**config.mk**
```make
export PLATFORM = sky130hd
export DESIGN_NAME = conv_layer_scheduler
export DESIGN_NICKNAME = d
export VERILOG_FILES = /design/src/rtl/conv_layer_scheduler.sv
export SDC_FILE = /design/constraint.sdc
export NUM_CORES = 1
export LEC_CHECK = 0
export ABC_AREA = 0
export BUFFER_PORTS_ARGS = -buffer_cell sky130_fd_sc_hd__buf_4
export CORE_MARGIN = 2
export CORE_UTILIZATION = 49
export CTS_BUF_LIST = sky130_fd_sc_hd__clkbuf_8 sky130_fd_sc_hd__clkbuf_16
export CTS_CLUSTER_SIZE = 25
export DETAILED_ROUTE_END_ITERATION = 10
export PLACE_DENSITY_LB_ADDON = 0.25
export SYNTH_ARGS = -nofsm -noshare
export SYNTH_HDL_FRONTEND = slang
export SYNTH_SLANG_ARGS = --single-unit
```
**constraint.sdc**
```tcl
create_clock -name sclk -period 3.85 [get_ports sclk]
set_input_delay 0.77 -clock sclk [delete_from_list [all_inputs] [get_ports sclk]]
set_output_delay 0.77 -clock sclk [all_outputs]
set_load 0.05 [all_outputs]
```
**src/rtl/conv_layer_scheduler.sv**
```systemverilog
// conv_layer_scheduler
// Sequences the command stream for one convolution layer:
//   BIAS -> LRELU -> WEIGHT -> { {FEAT, CONV} x BATCH_NUM, RX } x ROW_GRP_NUM -> DONE
// Each command phase has an ISSUE sub-state, where the command is offered until the
// accelerator accepts it, and a WAIT sub-state, where the accelerator's task_finish
// pulse is awaited.
// Ports:
//   sclk, s_rst_n          clock, asynchronous active-low reset
//   start, abort           layer start pulse, synchronous abort (highest priority)
//   cmd_valid/cmd_ready    command handshake
//   cmd_type               1=BIAS 2=LRELU 3=WEIGHT 4=FEAT 5=CONV 6=RX, 0 when idle
//   cmd_batch, cmd_row     batch / row-group index of the current command
//   cmd_first, cmd_last    first / last row-group flags (FEAT/CONV/RX only)
//   task_finish            completion pulse from the accelerator
//   src_sel                MM2S stream mux select (loader phases only)
//   busy, done             layer in progress, one-cycle completion pulse
// All outputs are registered and are decoded from the next-state values, so they
// change on the same edge as the state.
module conv_layer_scheduler #(
  parameter int BATCH_NUM   = 2,
  parameter int ROW_GRP_NUM = 13,
  parameter int CNT_W       = 8
) (
  input  logic             sclk,
  input  logic             s_rst_n,
  input  logic             start,
  input  logic             abort,
  output logic             cmd_valid,
  input  logic             cmd_ready,
  output logic [2:0]       cmd_type,
  output logic [CNT_W-1:0] cmd_batch,
  output logic [CNT_W-1:0] cmd_row,
  output logic             cmd_first,
  output logic             cmd_last,
  input  logic             task_finish,
  output logic [2:0]       src_sel,
  output logic             busy,
  output logic             done
);

  // Phase encoding equals the command type code so cmd_type/src_sel decode directly.
  typedef enum logic [2:0] {
    ST_IDLE   = 3'd0,
    ST_BIAS   = 3'd1,
    ST_LRELU  = 3'd2,
    ST_WEIGHT = 3'd3,
    ST_FEAT   = 3'd4,
    ST_CONV   = 3'd5,
    ST_RX     = 3'd6,
    ST_DONE   = 3'd7
  } phase_e;

  localparam logic [CNT_W-1:0] BATCH_LAST = CNT_W'(BATCH_NUM - 1);
  localparam logic [CNT_W-1:0] ROW_LAST   = CNT_W'(ROW_GRP_NUM - 1);
  localparam logic [CNT_W-1:0] CNT_ZERO   = {CNT_W{1'b0}};
  localparam logic [CNT_W-1:0] CNT_ONE    = CNT_W'(1);

  phase_e           phase_q, phase_d;
  logic             wait_q, wait_d;
  logic [CNT_W-1:0] batch_q, batch_d;
  logic [CNT_W-1:0] row_q, row_d;

  logic             cmd_valid_q, cmd_valid_d;
  logic [2:0]       cmd_type_q, cmd_type_d;
  logic [CNT_W-1:0] cmd_batch_q, cmd_batch_d;
  logic [CNT_W-1:0] cmd_row_q, cmd_row_d;
  logic             cmd_first_q, cmd_first_d;
  logic             cmd_last_q, cmd_last_d;
  logic [2:0]       src_sel_q, src_sel_d;
  logic             busy_q, busy_d;
  logic             done_q, done_d;

  // Next-state logic: phase, sub-state and row/batch counters.
  always_comb begin
    phase_d = phase_q;
    wait_d  = wait_q;
    batch_d = batch_q;
    row_d   = row_q;
    if (abort) begin
      // Abort wins over start/finish/ready; an acceptance in this cycle is dropped.
      phase_d = ST_IDLE;
      wait_d  = 1'b0;
      batch_d = CNT_ZERO;
      row_d   = CNT_ZERO;
    end else begin
      case (phase_q)
        ST_IDLE: begin
          if (start) begin
            phase_d = ST_BIAS;
            wait_d  = 1'b0;
            batch_d = CNT_ZERO;
            row_d   = CNT_ZERO;
          end else begin
            phase_d = ST_IDLE;
          end
        end
        ST_DONE: begin
          phase_d = ST_IDLE;
          wait_d  = 1'b0;
          batch_d = CNT_ZERO;
          row_d   = CNT_ZERO;
        end
        default: begin
          if (!wait_q) begin
            // ISSUE: finish pulses here are ignored, not remembered.
            wait_d = cmd_valid_q && cmd_ready;
          end else if (task_finish) begin
            wait_d = 1'b0;
            case (phase_q)
              ST_BIAS:   phase_d = ST_LRELU;
              ST_LRELU:  phase_d = ST_WEIGHT;
              ST_WEIGHT: begin
                phase_d = ST_FEAT;
                batch_d = CNT_ZERO;
                row_d   = CNT_ZERO;
              end
              ST_FEAT:   phase_d = ST_CONV;
              ST_CONV: begin
                if (batch_q != BATCH_LAST) begin
                  phase_d = ST_FEAT;
                  batch_d = batch_q + CNT_ONE;
                end else begin
                  phase_d = ST_RX;
                  batch_d = CNT_ZERO;
                end
              end
              ST_RX: begin
                batch_d = CNT_ZERO;
                if (row_q != ROW_LAST) begin
                  phase_d = ST_FEAT;
                  row_d   = row_q + CNT_ONE;
                end else begin
                  phase_d = ST_DONE;
                  row_d   = CNT_ZERO;
                end
              end
              default: phase_d = ST_IDLE;
            endcase
          end else begin
            wait_d = 1'b1;
          end
        end
      endcase
    end
  end

  // Output decode from the next state so every output is a flop aligned with the state.
  always_comb begin
    cmd_valid_d = 1'b0;
    cmd_type_d  = 3'd0;
    src_sel_d   = 3'd0;
    cmd_first_d = 1'b0;
    cmd_last_d  = 1'b0;
    busy_d      = 1'b0;
    done_d      = 1'b0;
    cmd_batch_d = batch_d;
    cmd_row_d   = row_d;
    case (phase_d)
      ST_BIAS, ST_LRELU, ST_WEIGHT, ST_FEAT: begin
        cmd_valid_d = !wait_d;
        cmd_type_d  = phase_d;
        src_sel_d   = phase_d;
        busy_d      = 1'b1;
        cmd_first_d = (phase_d == ST_FEAT) && (row_d == CNT_ZERO);
        cmd_last_d  = (phase_d == ST_FEAT) && (row_d == ROW_LAST);
      end
      ST_CONV, ST_RX: begin
        cmd_valid_d = !wait_d;
        cmd_type_d  = phase_d;
        busy_d      = 1'b1;
        cmd_first_d = (row_d == CNT_ZERO);
        cmd_last_d  = (row_d == ROW_LAST);
      end
      ST_DONE: begin
        done_d = 1'b1;
      end
      default: begin
        done_d = 1'b0;
      end
    endcase
  end

  // State and output registers.
  always_ff @(posedge sclk or negedge s_rst_n) begin
    if (!s_rst_n) begin
      phase_q     <= ST_IDLE;
      wait_q      <= 1'b0;
      batch_q     <= CNT_ZERO;
      row_q       <= CNT_ZERO;
      cmd_valid_q <= 1'b0;
      cmd_type_q  <= 3'd0;
      cmd_batch_q <= CNT_ZERO;
      cmd_row_q   <= CNT_ZERO;
      cmd_first_q <= 1'b0;
      cmd_last_q  <= 1'b0;
      src_sel_q   <= 3'd0;
      busy_q      <= 1'b0;
      done_q      <= 1'b0;
    end else begin
      phase_q     <= phase_d;
      wait_q      <= wait_d;
      batch_q     <= batch_d;
      row_q       <= row_d;
      cmd_valid_q <= cmd_valid_d;
      cmd_type_q  <= cmd_type_d;
      cmd_batch_q <= cmd_batch_d;
      cmd_row_q   <= cmd_row_d;
      cmd_first_q <= cmd_first_d;
      cmd_last_q  <= cmd_last_d;
      src_sel_q   <= src_sel_d;
      busy_q      <= busy_d;
      done_q      <= done_d;
    end
  end

  assign cmd_valid = cmd_valid_q;
  assign cmd_type  = cmd_type_q;
  assign cmd_batch = cmd_batch_q;
  assign cmd_row   = cmd_row_q;
  assign cmd_first = cmd_first_q;
  assign cmd_last  = cmd_last_q;
  assign src_sel   = src_sel_q;
  assign busy      = busy_q;
  assign done      = done_q;

endmodule

```
==> summary.txt <==
Yosys
  • Syn Nets: 219
  • Largest family of logic cells by synthesized area: simple AND/OR/NAND/NOR gates
  • #FFs+latches synth: 31
  • Register area share after synthesis: 39.4%
  • Synth cell types: 60
  • Post-Synth XOR/XNOR Area: 0.445%
  • Syn_area_per_cell: 9.41 sq um
  • Async set or reset register ratio after synthesis: 100%
  • Synth Area in Adders: 2.54%
  • Prevailing post-synth register cell: dfrtp_1
  • Cell taking the most area after synthesis: dfrtp_1
  • Largest cells by area after synthesis: dfrtp_1, o21ai_0, clkbuf_8
  • Top-area cell type share of the netlist area: 39.4%
  • Post-Synthesis Cells: 209
  • Complex-gate fraction of the synthesized area: 20.4%
  • Post-Synth Simple-Gate Area: 27.9%
  • Mux cell area share after synthesis: 1.53%
  • Synthesized area: 1970 sq um
  • Number of synthesis warnings: 0
  • Post-synth EDFFs: 0

Global route
  • Antenna violations before repair: 0
  • Global route overflow: 0
  • Wire length of the first global-routing pass: 7.39 mm
  • Vias in the first global route: 1539
  • Total GRT Usage: 22.1%
  • Pin count of the biggest net entering global routing: 32

Floorplan
  • Die area: 4540 sq um
  • Core Rows: 23
  • IO Pins: 33
  • Core area: 3940 sq um
  • Width of the die: 67.4 microns
  • Die height: 67.4 microns
  • Initial Utilization: 49.9%

Timing
  • Final period util: 62.6%
  • Slew at the pin with the worst max-slew slack: 0.590 ns
  • Final Hold Viols: 0
  • Setup Skew: 0.00685 ns
  • Setup violators final: 0
  • Setup TNS Final: 0 ns
  • Rel. slew slack: 60.6%
  • Minimum clock period: 2.41 ns
  • Max-slew violations: 0
  • Final Worst Setup Slack: 1.44 ns
  • RSZ-0062 raised after global routing: false
  • Peak Freq: 415 MHz

Clocking
  • Clock sink total: 31
  • Total CTS buffers: 5
  • Clk_lat worst skew: 0.29 ns
  • CTS tree: yes
  • Setup bufs post-CTS: 0
  • CTS root buf: clkbuf_8
  • H-Tree Depth: 2
  • PostCTS Resize Cnt: 0
  • CTS Hold Bufs: 0
  • Clk buf depth: 2
  • Clk slew on worst S/H paths: 0.07 ns

Cells and area
  • Layout cells sized above 1: 24.7%
  • Area Growth Syn to Fin: 15.1%
  • N_diodes: 0
  • Nets@finish: 248
  • Filler cell count: 347

Worst hold path
  • Hold crit path type: input port to asynchronous set/reset pin

Setup path
  • WP data required: 4.03 ns
  • Setup crit start kind: flip-flop
  • Arr. time, crit path: 2.59 ns
  • Crit Path Max Fanout: 9
  • Endpoint class of the critical path: flip-flop
  • Setup CP Type: flip-flop to flip-flop

Flow run
  • Max_cap viols: 0

Route
  • Post-DRT Antenna Nets: 0
  • DRC viols: 0
  • DR pass1 iterations: 4
  • Overall routed net length: 4.39 mm
  • Routed via count: 1713
  • DR vias/cell: 5.93
  • Starting DRT DRC Count: 113
  • Wire length per cell: 15.2 microns

Power
  • Max VDD drop: 203 uV
  • Power, Total: 0.000741 W
  • Leak pwr: 1.05 nW
  • Pwr dens: 327 nW/um^2

Placement
  • Post-DP HPWL: 3.18 mm
  • Pre-CTS WS: 1.40 ns
  • GP Congestion: 0.907
  • # port buffers: 32

Outcome
  • Status: finished clean
## state kept, by name (all words and copies together), names as in the netlist
register and count:
busy 1, cmd_batch 8, cmd_first 1, cmd_last 1
cmd_row 8, cmd_type 3, cmd_valid 1, done 1
phase_q 3, src_sel 3, wait_q 1
## metrics by stage
stage | std cells | cell area, sq um | util, % | hold slack [ns]
after floorplan | 209 | 1970 | - | 0.474
after global placement | 281 | 2160 | 54.8 | 0.541
after CTS | 289 | 2260 | 57.4 | 0.414
after detailed placement | 281 | 2160 | 54.8 | 0.531
final | 289 | 2260 | 57.4 | 0.406
after global routing | 289 | 2260 | 57.4 | 0.438
## worst paths after layout
check,from,to,slack (ns),cells past startpoint
setup / recovery,cmd_row[0]$_DFF_PN0_,cmd_last$_DFF_PN0_,1.44,10
hold / removal,s_rst_n,cmd_row[0]$_DFF_PN0_,0.41,1
setup reg to reg,cmd_row[0]$_DFF_PN0_,cmd_last$_DFF_PN0_,1.44,10
hold reg to reg,cmd_batch[5]$_DFFE_PN0P_,cmd_batch[5]$_DFFE_PN0P_,0.54,1
max in group asynchronous,s_rst_n,wait_q$_DFF_PN0_,3.15,1
min in group sclk,cmd_batch[5]$_DFFE_PN0P_,cmd_batch[5]$_DFFE_PN0P_,0.54,1
## per-layer routing
layer	up-vias	track usage, %	routed length, microns
met2	50	33.9	2010
met1	811	30.6	2060
met3	13	5.17	232
li1	839	-	-
met5	-	0	0
met4	0	8.16	86
## Yosys cell counts (all sizes together) (4+ instances only)
master / number
dfrtp: 31
nor3: 8
a31oi: 4
buf: 5
nand4: 4
ha: 4
nand2: 15
nor4: 4
o21ai: 21
nor2b: 5
and3: 6
and2: 4
inv: 10
nor2: 12
nand3: 12
clkbuf: 6
a21oi: 10
## power by group
part | internal (W) | total (W) | switching (W) | leakage [nW]
Clock | 0.000162 | 0.000285 | 0.000122 | 0.0505
Combinational | 0.0000364 | 0.000108 | 0.0000711 | 0.576
Sequential | 0.000334 | 0.000349 | 0.0000150 | 0.423
## layout by cell type (no fill, tap or decap), types with 3 or more instances in the layout
master / instances
buf_4: 33
dfrtp_1: 31
o21ai_0: 20
nand2_1: 15
nor2_1: 12
nand3_1: 11
a21oi_1: 10
inv_1: 9
nor3_1: 7
clkbuf_8: 7
nor2b_1: 5
nand4_1: 4
a31oi_1: 4
and3_1: 4
ha_1: 4
nor4_1: 3
mux2i_1: 3
nand4b_1: 3
nand2b_1: 3
## cells by family after synthesis
group           Yosys count
simple gates             91
compound gates           58
flops                    31
buf+inv                  21
fa+ha+maj                 4
mux                       3
xor+xnor                  1
## critical path, stage by stage (launching register included)
cell      delay, ns
dfrtp_1        0.48
inv_1          0.12
ha_1           0.15
nor4b_4        0.35
a31oi_1        0.21
a311oi_4       0.44
nand3_1        0.15
nand2_1        0.11
inv_1          0.08
nand4b_1       0.14
nor2_1         0.06
## area by class of cell
class	count	area, sq um	area share [%]
multi-input combinational	157	1040	45.8
sequential	31	776	34.3
timing repair buffer	33	248	10.9
clock buffer	7	96.3	4.25
tap	50	62.6	2.76
inverter	10	37.5	1.66
clock inverter	1	7.51	0.331
Note: power is estimated with default switching activity, not from simulation.
